==> src/rtl/cond_unit_if.sv <==
// Execute-stage control bundle between the decode/ALU side and the condition unit.
// The master drives instruction controls and ALU flags; the slave returns gated controls.
interface cond_unit_if;
    logic [3:0] Cond;
    logic [3:0] ALUFlags;
    logic [1:0] FlagW;
    logic       PCS;
    logic       RegW;
    logic       MemW;
    logic       NoWrite;
    logic       Stall;

    logic       PCSrc;
    logic       RegWrite;
    logic       MemWrite;
    logic       CondEx;
    logic [3:0] Flags;
    logic       C_out;

    modport master (
        output Cond, ALUFlags, FlagW, PCS, RegW, MemW, NoWrite, Stall,
        input  PCSrc, RegWrite, MemWrite, CondEx, Flags, C_out
    );

    modport slave (
        input  Cond, ALUFlags, FlagW, PCS, RegW, MemW, NoWrite, Stall,
        output PCSrc, RegWrite, MemWrite, CondEx, Flags, C_out
    );
endinterface

==> src/rtl/cond_unit.sv <==
// ARM condition/flags stage: holds NZCV, evaluates the condition field against the
// stored flags and gates the PC, register and memory write controls.
module cond_unit #(
    parameter logic [3:0] RESET_FLAGS = 4'b0000
) (
    input  logic        CLK,
    input  logic        Reset,
    cond_unit_if.slave  bus
);

    logic [3:0] flags_q;
    logic [3:0] flags_d;
    logic       cond_ex;
    logic       n_f, z_f, c_f, v_f;

    assign {n_f, z_f, c_f, v_f} = flags_q;

    // Evaluated only from stored flags so nothing from ALUFlags reaches an output.
    always_comb begin
        cond_ex = 1'b0;
        case (bus.Cond)
            4'b0000: cond_ex = z_f;
            4'b0001: cond_ex = ~z_f;
            4'b0010: cond_ex = c_f;
            4'b0011: cond_ex = ~c_f;
            4'b0100: cond_ex = n_f;
            4'b0101: cond_ex = ~n_f;
            4'b0110: cond_ex = v_f;
            4'b0111: cond_ex = ~v_f;
            4'b1000: cond_ex = c_f & ~z_f;
            4'b1001: cond_ex = ~c_f | z_f;
            4'b1010: cond_ex = (n_f == v_f);
            4'b1011: cond_ex = (n_f != v_f);
            4'b1100: cond_ex = ~z_f & (n_f == v_f);
            4'b1101: cond_ex = z_f | (n_f != v_f);
            4'b1110: cond_ex = 1'b1;
            4'b1111: cond_ex = 1'b0;
            default: cond_ex = 1'b0;
        endcase
    end

    // NZ and CV groups update independently; a failed condition never touches flags.
    always_comb begin
        flags_d = flags_q;
        if (!bus.Stall && cond_ex) begin
            if (bus.FlagW[1]) flags_d[3:2] = bus.ALUFlags[3:2];
            if (bus.FlagW[0]) flags_d[1:0] = bus.ALUFlags[1:0];
        end
    end

    always_ff @(posedge CLK) begin
        if (Reset) begin
            flags_q <= RESET_FLAGS;
        end else begin
            flags_q <= flags_d;
        end
    end

    assign bus.CondEx   = cond_ex;
    assign bus.PCSrc    = bus.PCS & cond_ex;
    assign bus.RegWrite = bus.RegW & cond_ex & ~bus.NoWrite;
    assign bus.MemWrite = bus.MemW & cond_ex;
    assign bus.Flags    = flags_q;
    assign bus.C_out    = flags_q[1];

endmodule

==> src/flat_wrapper.sv <==
// flat-port wrapper written by rule: the top's interface ports become plain ports
module cond_unit_flat 
#(
    parameter logic [3:0] RESET_FLAGS = 4'b0000
)
  (CLK, Reset, bus_Cond, bus_ALUFlags, bus_FlagW, bus_PCS, bus_RegW, bus_MemW, bus_NoWrite, bus_Stall, bus_PCSrc, bus_RegWrite, bus_MemWrite, bus_CondEx, bus_Flags, bus_C_out);
  cond_unit_if bus_i ();
  input  logic CLK;
  input  logic Reset;
  input wire logic [$bits(bus_i.Cond)-1:0] bus_Cond;
  input wire logic [$bits(bus_i.ALUFlags)-1:0] bus_ALUFlags;
  input wire logic [$bits(bus_i.FlagW)-1:0] bus_FlagW;
  input wire logic [$bits(bus_i.PCS)-1:0] bus_PCS;
  input wire logic [$bits(bus_i.RegW)-1:0] bus_RegW;
  input wire logic [$bits(bus_i.MemW)-1:0] bus_MemW;
  input wire logic [$bits(bus_i.NoWrite)-1:0] bus_NoWrite;
  input wire logic [$bits(bus_i.Stall)-1:0] bus_Stall;
  output wire logic [$bits(bus_i.PCSrc)-1:0] bus_PCSrc;
  output wire logic [$bits(bus_i.RegWrite)-1:0] bus_RegWrite;
  output wire logic [$bits(bus_i.MemWrite)-1:0] bus_MemWrite;
  output wire logic [$bits(bus_i.CondEx)-1:0] bus_CondEx;
  output wire logic [$bits(bus_i.Flags)-1:0] bus_Flags;
  output wire logic [$bits(bus_i.C_out)-1:0] bus_C_out;
  assign bus_i.Cond = bus_Cond;
  assign bus_i.ALUFlags = bus_ALUFlags;
  assign bus_i.FlagW = bus_FlagW;
  assign bus_i.PCS = bus_PCS;
  assign bus_i.RegW = bus_RegW;
  assign bus_i.MemW = bus_MemW;
  assign bus_i.NoWrite = bus_NoWrite;
  assign bus_i.Stall = bus_Stall;
  assign bus_PCSrc = bus_i.PCSrc;
  assign bus_RegWrite = bus_i.RegWrite;
  assign bus_MemWrite = bus_i.MemWrite;
  assign bus_CondEx = bus_i.CondEx;
  assign bus_Flags = bus_i.Flags;
  assign bus_C_out = bus_i.C_out;
  cond_unit #(.RESET_FLAGS(RESET_FLAGS)) u_core (.CLK(CLK), .Reset(Reset), .bus(bus_i));
endmodule
==> config.mk <==
export PLATFORM = sky130hd
export DESIGN_NAME = cond_unit_flat
export DESIGN_NICKNAME = d
export VERILOG_FILES = /design/src/rtl/cond_unit_if.sv /design/src/rtl/cond_unit.sv /design/src/flat_wrapper.sv
export SDC_FILE = /design/constraint.sdc
export NUM_CORES = 1
export LEC_CHECK = 0
export CAP_MARGIN = 10
export CORE_MARGIN = 3
export CORE_UTILIZATION = 33
export CTS_CLUSTER_DIAMETER = 40
export DETAILED_ROUTE_END_ITERATION = 10
export PLACE_DENSITY_LB_ADDON = 0.25
export SETUP_SLACK_MARGIN = 0.3
export SLEW_MARGIN = 40
export SYNTH_ARGS = -nofsm -noshare
export SYNTH_HDL_FRONTEND = slang
export SYNTH_SLANG_ARGS = --single-unit
==> constraint.sdc <==
create_clock -name CLK -period 2 [get_ports CLK]
set_clock_uncertainty 0.2 [all_clocks]
set_input_delay 0.3 -clock CLK [delete_from_list [all_inputs] [get_ports CLK]]
set_output_delay 0.3 -clock CLK [all_outputs]
set_load 0.05 [all_outputs]
==> impl_summary.md <==
Synth
The most used standard cell by instance count after synthesis is sky130_fd_sc_hd__nand2b_1. The number of instances in the synthesized netlist is 51. In the synthesized netlist the async set-or-reset flop fraction comes to 0.

The post-synthesis cell area is 457 um2. The average instance in the mapped netlist occupies 8.95 um2. The warning count from the yosys run is 0. By area the synthesized netlist is led by sky130_fd_sc_hd__dfxtp_1, sky130_fd_sc_hd__mux2i_1, sky130_fd_sc_hd__nand2b_1. The commonest register cell after synthesis is sky130_fd_sc_hd__dfxtp_1. The unique cell type count in the Yosys netlist is 26.

The number of enable flip-flop cells after synthesis is 0. sky130_fd_sc_hd__dfxtp_1 takes more of the synthesized area than any other cell. By count the netlist is led by sky130_fd_sc_hd__nand2b_1, sky130_fd_sc_hd__mux2i_1, sky130_fd_sc_hd__dfxtp_1. For this run, the register share of the synthesized area comes to 0.175.

The area fraction of the dominant cell type after synthesis is 0.175. Counting flops and latches in the post-synthesis netlist gives 4. The number of nets handed over by synthesis was between 60 and 70.

Place
The final estimated routing congestion in global placement is roughly 0.76. The placed instance area is slightly above 800 um2. The HPWL reported at the end of detailed placement is 1060 um. The number of buffers added on ports is 25. The number of cells after detailed placement is 102.

Die
The number of placement rows is 12. The number of top-level design ports is 26. The die covers roughly 0.0019 mm2.

The placeable core area is between 0.001 and 0.0015 mm2. The die is ~43 um tall. From left edge to right edge, the die measures between 40 and 50 um.

The initial cell density of the core is 0.380.

STA
The hold violation count in the final report is 0. The minimum setup slack in the final design is -357 ps. The post-route clock period utilization is 1.18. The pin slew with the least headroom to its limit is 283 ps.

The max-slew headroom at the worst pin is 0.811. The final period demand of the worst path is approximately 2400 ps. Based on the critical path, the design can be clocked at up to around 0.42 GHz. Setup violations remaining at the end of the flow were counted as 4.

Setup repair after global routing could not meet its margin everywhere. The final max-slew violation count is 0.

Global routing
The global routing stage identified its most utilized layer as met2. The initial antenna violation count is 0. For met3 alone, demand over resource in global routing was 0.0127. The met1 track utilization from global routing is 0.186. Entering global routing, the biggest net connects 9 pins. In the global route stage, met2 resource usage came out at 0.307. The global-route wire length before repair is 2440 um. Summed over all layers, the global routing overflow is 0. The via count of the first global-routing pass was 574. Across every metal layer, demand over resource in global routing totals 0.171.

Clocking
CTS built an H-tree with a depth of 1. Clock latency on the worst-skew pair, taken at its later pin, is between 200 and 250 ps. The number of hold buffers added after CTS was 0. The maximum clock insertion buffer count is 2.

The CTS sink count is 4. TritonCTS created 3 clock buffers. Clock-pin slew was measured on the worst setup and hold paths at approximately 40 ps. TritonCTS built the clock tree.

The clock root buffer is sky130_fd_sc_hd__clkbuf_4.

Layout
Fill cells in the final layout number 87. The final cell area excluding filler cells is ~960 um2. The register with the most flip-flops in the layout has 4 of them. Summing all multi-input logic gate instances after layout gives around 440 um2. The register area is 95.1 um2. The ratio of cells with drive above 1 in the final layout is 0.564. The post-layout net count is approximately 110. Relative to the synthesized area, the layout overhead comes to 111%. 0 antenna diodes ended up in the layout.

The finished layout holds ~110 standard cells, fillers aside.

Worst setup path
The worst setup path category is reg2out. In this run the worst setup path begins at u_core.bus.Flags[3]. Across all register-to-register paths, the minimum setup slack is roughly 30 ps. The endpoint kind of the worst setup timing path is a primary output.

Data arrives at the worst endpoint at between 1500 and 2000 ps. The startpoint type of the worst setup path is a register. The top fanout value on the critical path is 4. In this run the critical register-to-register path is launched from u_core.bus.Flags[0]. STA puts the critical path data required time at 1500 ps.

Routing
The count of TritonRoute iterations in the first routing pass is 3. The DRC violation total after the first TritonRoute iteration is 1. The wire length per cell after detailed routing is between 10 and 15 um. After detailed routing, the number of remaining DRC violations is 0. After detailed routing, the number of vias per cell comes to just under 5.

Summed over all layers, the routed wires come to 1420 um. The count of nets left with antenna violations once routing finished came out at 0. Across all layers, the routed design uses 527 vias.

Run status
The final reports fail on negative setup slack. The run finished, with violations left.

Hold path
In this run the worst hold path is classified as in2reg. The critical hold path startpoint is bus_ALUFlags[3].

Power and ir drop
The static leakage power is 0.411 nW. Power spread over the standard cell area amounts to ~430 mW/mm2. VDD sags by at most 0.324 mV.

Job
The number of max-cap violations is 0.
==> power by group <==
| part | switching [mW] | leakage, nW | internal (mW) |
|---|---|---|---|
| Sequential | 0.00409 | 0.0356 | 0.0811 |
| Combinational | 0.114 | 0.361 | 0.121 |
| Clock | 0.0304 | 0.0138 | 0.0669 |
| Total | 0.148 | 0.411 | 0.269 |
==> critical path, stage by stage (launching register included) <==
cell and delay, ps:
sky130_fd_sc_hd__dfxtp_4 360, sky130_fd_sc_hd__xor2_4 160, sky130_fd_sc_hd__mux2_4 320, sky130_fd_sc_hd__a221oi_4 300
sky130_fd_sc_hd__a21boi_4 100, sky130_fd_sc_hd__and2_2 220, sky130_fd_sc_hd__buf_6 150
==> path summary, 6_finish.rpt <==
check | to | depth (start not counted)
worst min-delay path | u_core.bus.Flags[3] | 3
worst max-delay path | bus_PCSrc | 6
worst max register to register | u_core.bus.Flags[1] | 8
worst min register to register | u_core.bus.Flags[1] | 3
==> cell usage in the layout (no fill, tap or decap), drive strengths merged <==
master         instances
o311a                  1
nor2b                  3
nor4                   1
nand3b                 2
o221a                  1
mux2                   1
a21boi                 1
clkdlybuf4s50         13
nand2b                 9
nor2                   2
xnor2                  1
nor3b                  1
dlygate4sd2            1
and3b                  1
buf                   27
a22o                   1
nand2                  2
clkbuf                 4
and3                   1
and2                   2
nor3                   1
a21oi                  2
xor2                   1
clkdlybuf4s15          1
a221oi                 1
dfxtp                  4
inv                    2
mux2i                  6
o31ai                  1
==> metal layers <==
| layer | wire [um] | share of wire | vias up |
|---|---|---|---|
| met2 | 828 | 0.58 | 12 |
| met1 | 508 | 0.36 | 246 |
| met5 | 0 | 0 | - |
| met4 | 29 | 0.020 | 0 |
| li1 | - | - | 265 |
| met3 | 51 | 0.036 | 4 |
==> metrics by stage <==
| stage | utilization | setup WS, ps | hold slack [ps] | power, mW | TNS (ps) |
|---|---|---|---|---|---|
| 3_3_place_gp | 0.684 | -638 | 422 | 0.282 | -3750 |
| 6_report | 0.801 | -357 | 434 | 0.417 | -1310 |
| 5_1_grt | 0.801 | -429 | 458 | 0.442 | -1750 |
| 4_1_cts | 0.799 | -355 | 430 | 0.420 | -1310 |
| 3_5_place_dp | 0.684 | -722 | 425 | 0.284 | -4380 |
| 2_1_floorplan | - | -345 | 244 | 0.202 | -983 |
==> kinds of logic (layout without fill, tap and decap cells) <==
family | count (synthesis) | after routing | synth area share
simple gates | 25 | 25 | 0.332
compound gates | 8 | 8 | 0.216
mux | 7 | 7 | 0.156
buf+inv | 5 | 48 | 0.0822
flops | 4 | 4 | 0.175
xor+xnor | 2 | 2 | 0.0384
==> timing repair <==
item / CTS / global route
buffers inserted: 3 / 0
setup endpoints to repair: 8 / 8
gates cloned: 0 / 0
gates resized for setup: 20 / 4
pin swaps: 8 / 6
==> layout make-up <==
class                   count  share of cell area
well taps                  14              0.0182
flip-flops and latches      4              0.0988
clock buffers               3              0.0234
inverters                   2             0.00780
multi-input cells          42               0.456
repair buffers             43               0.395
(Power assumes the default switching activity.)
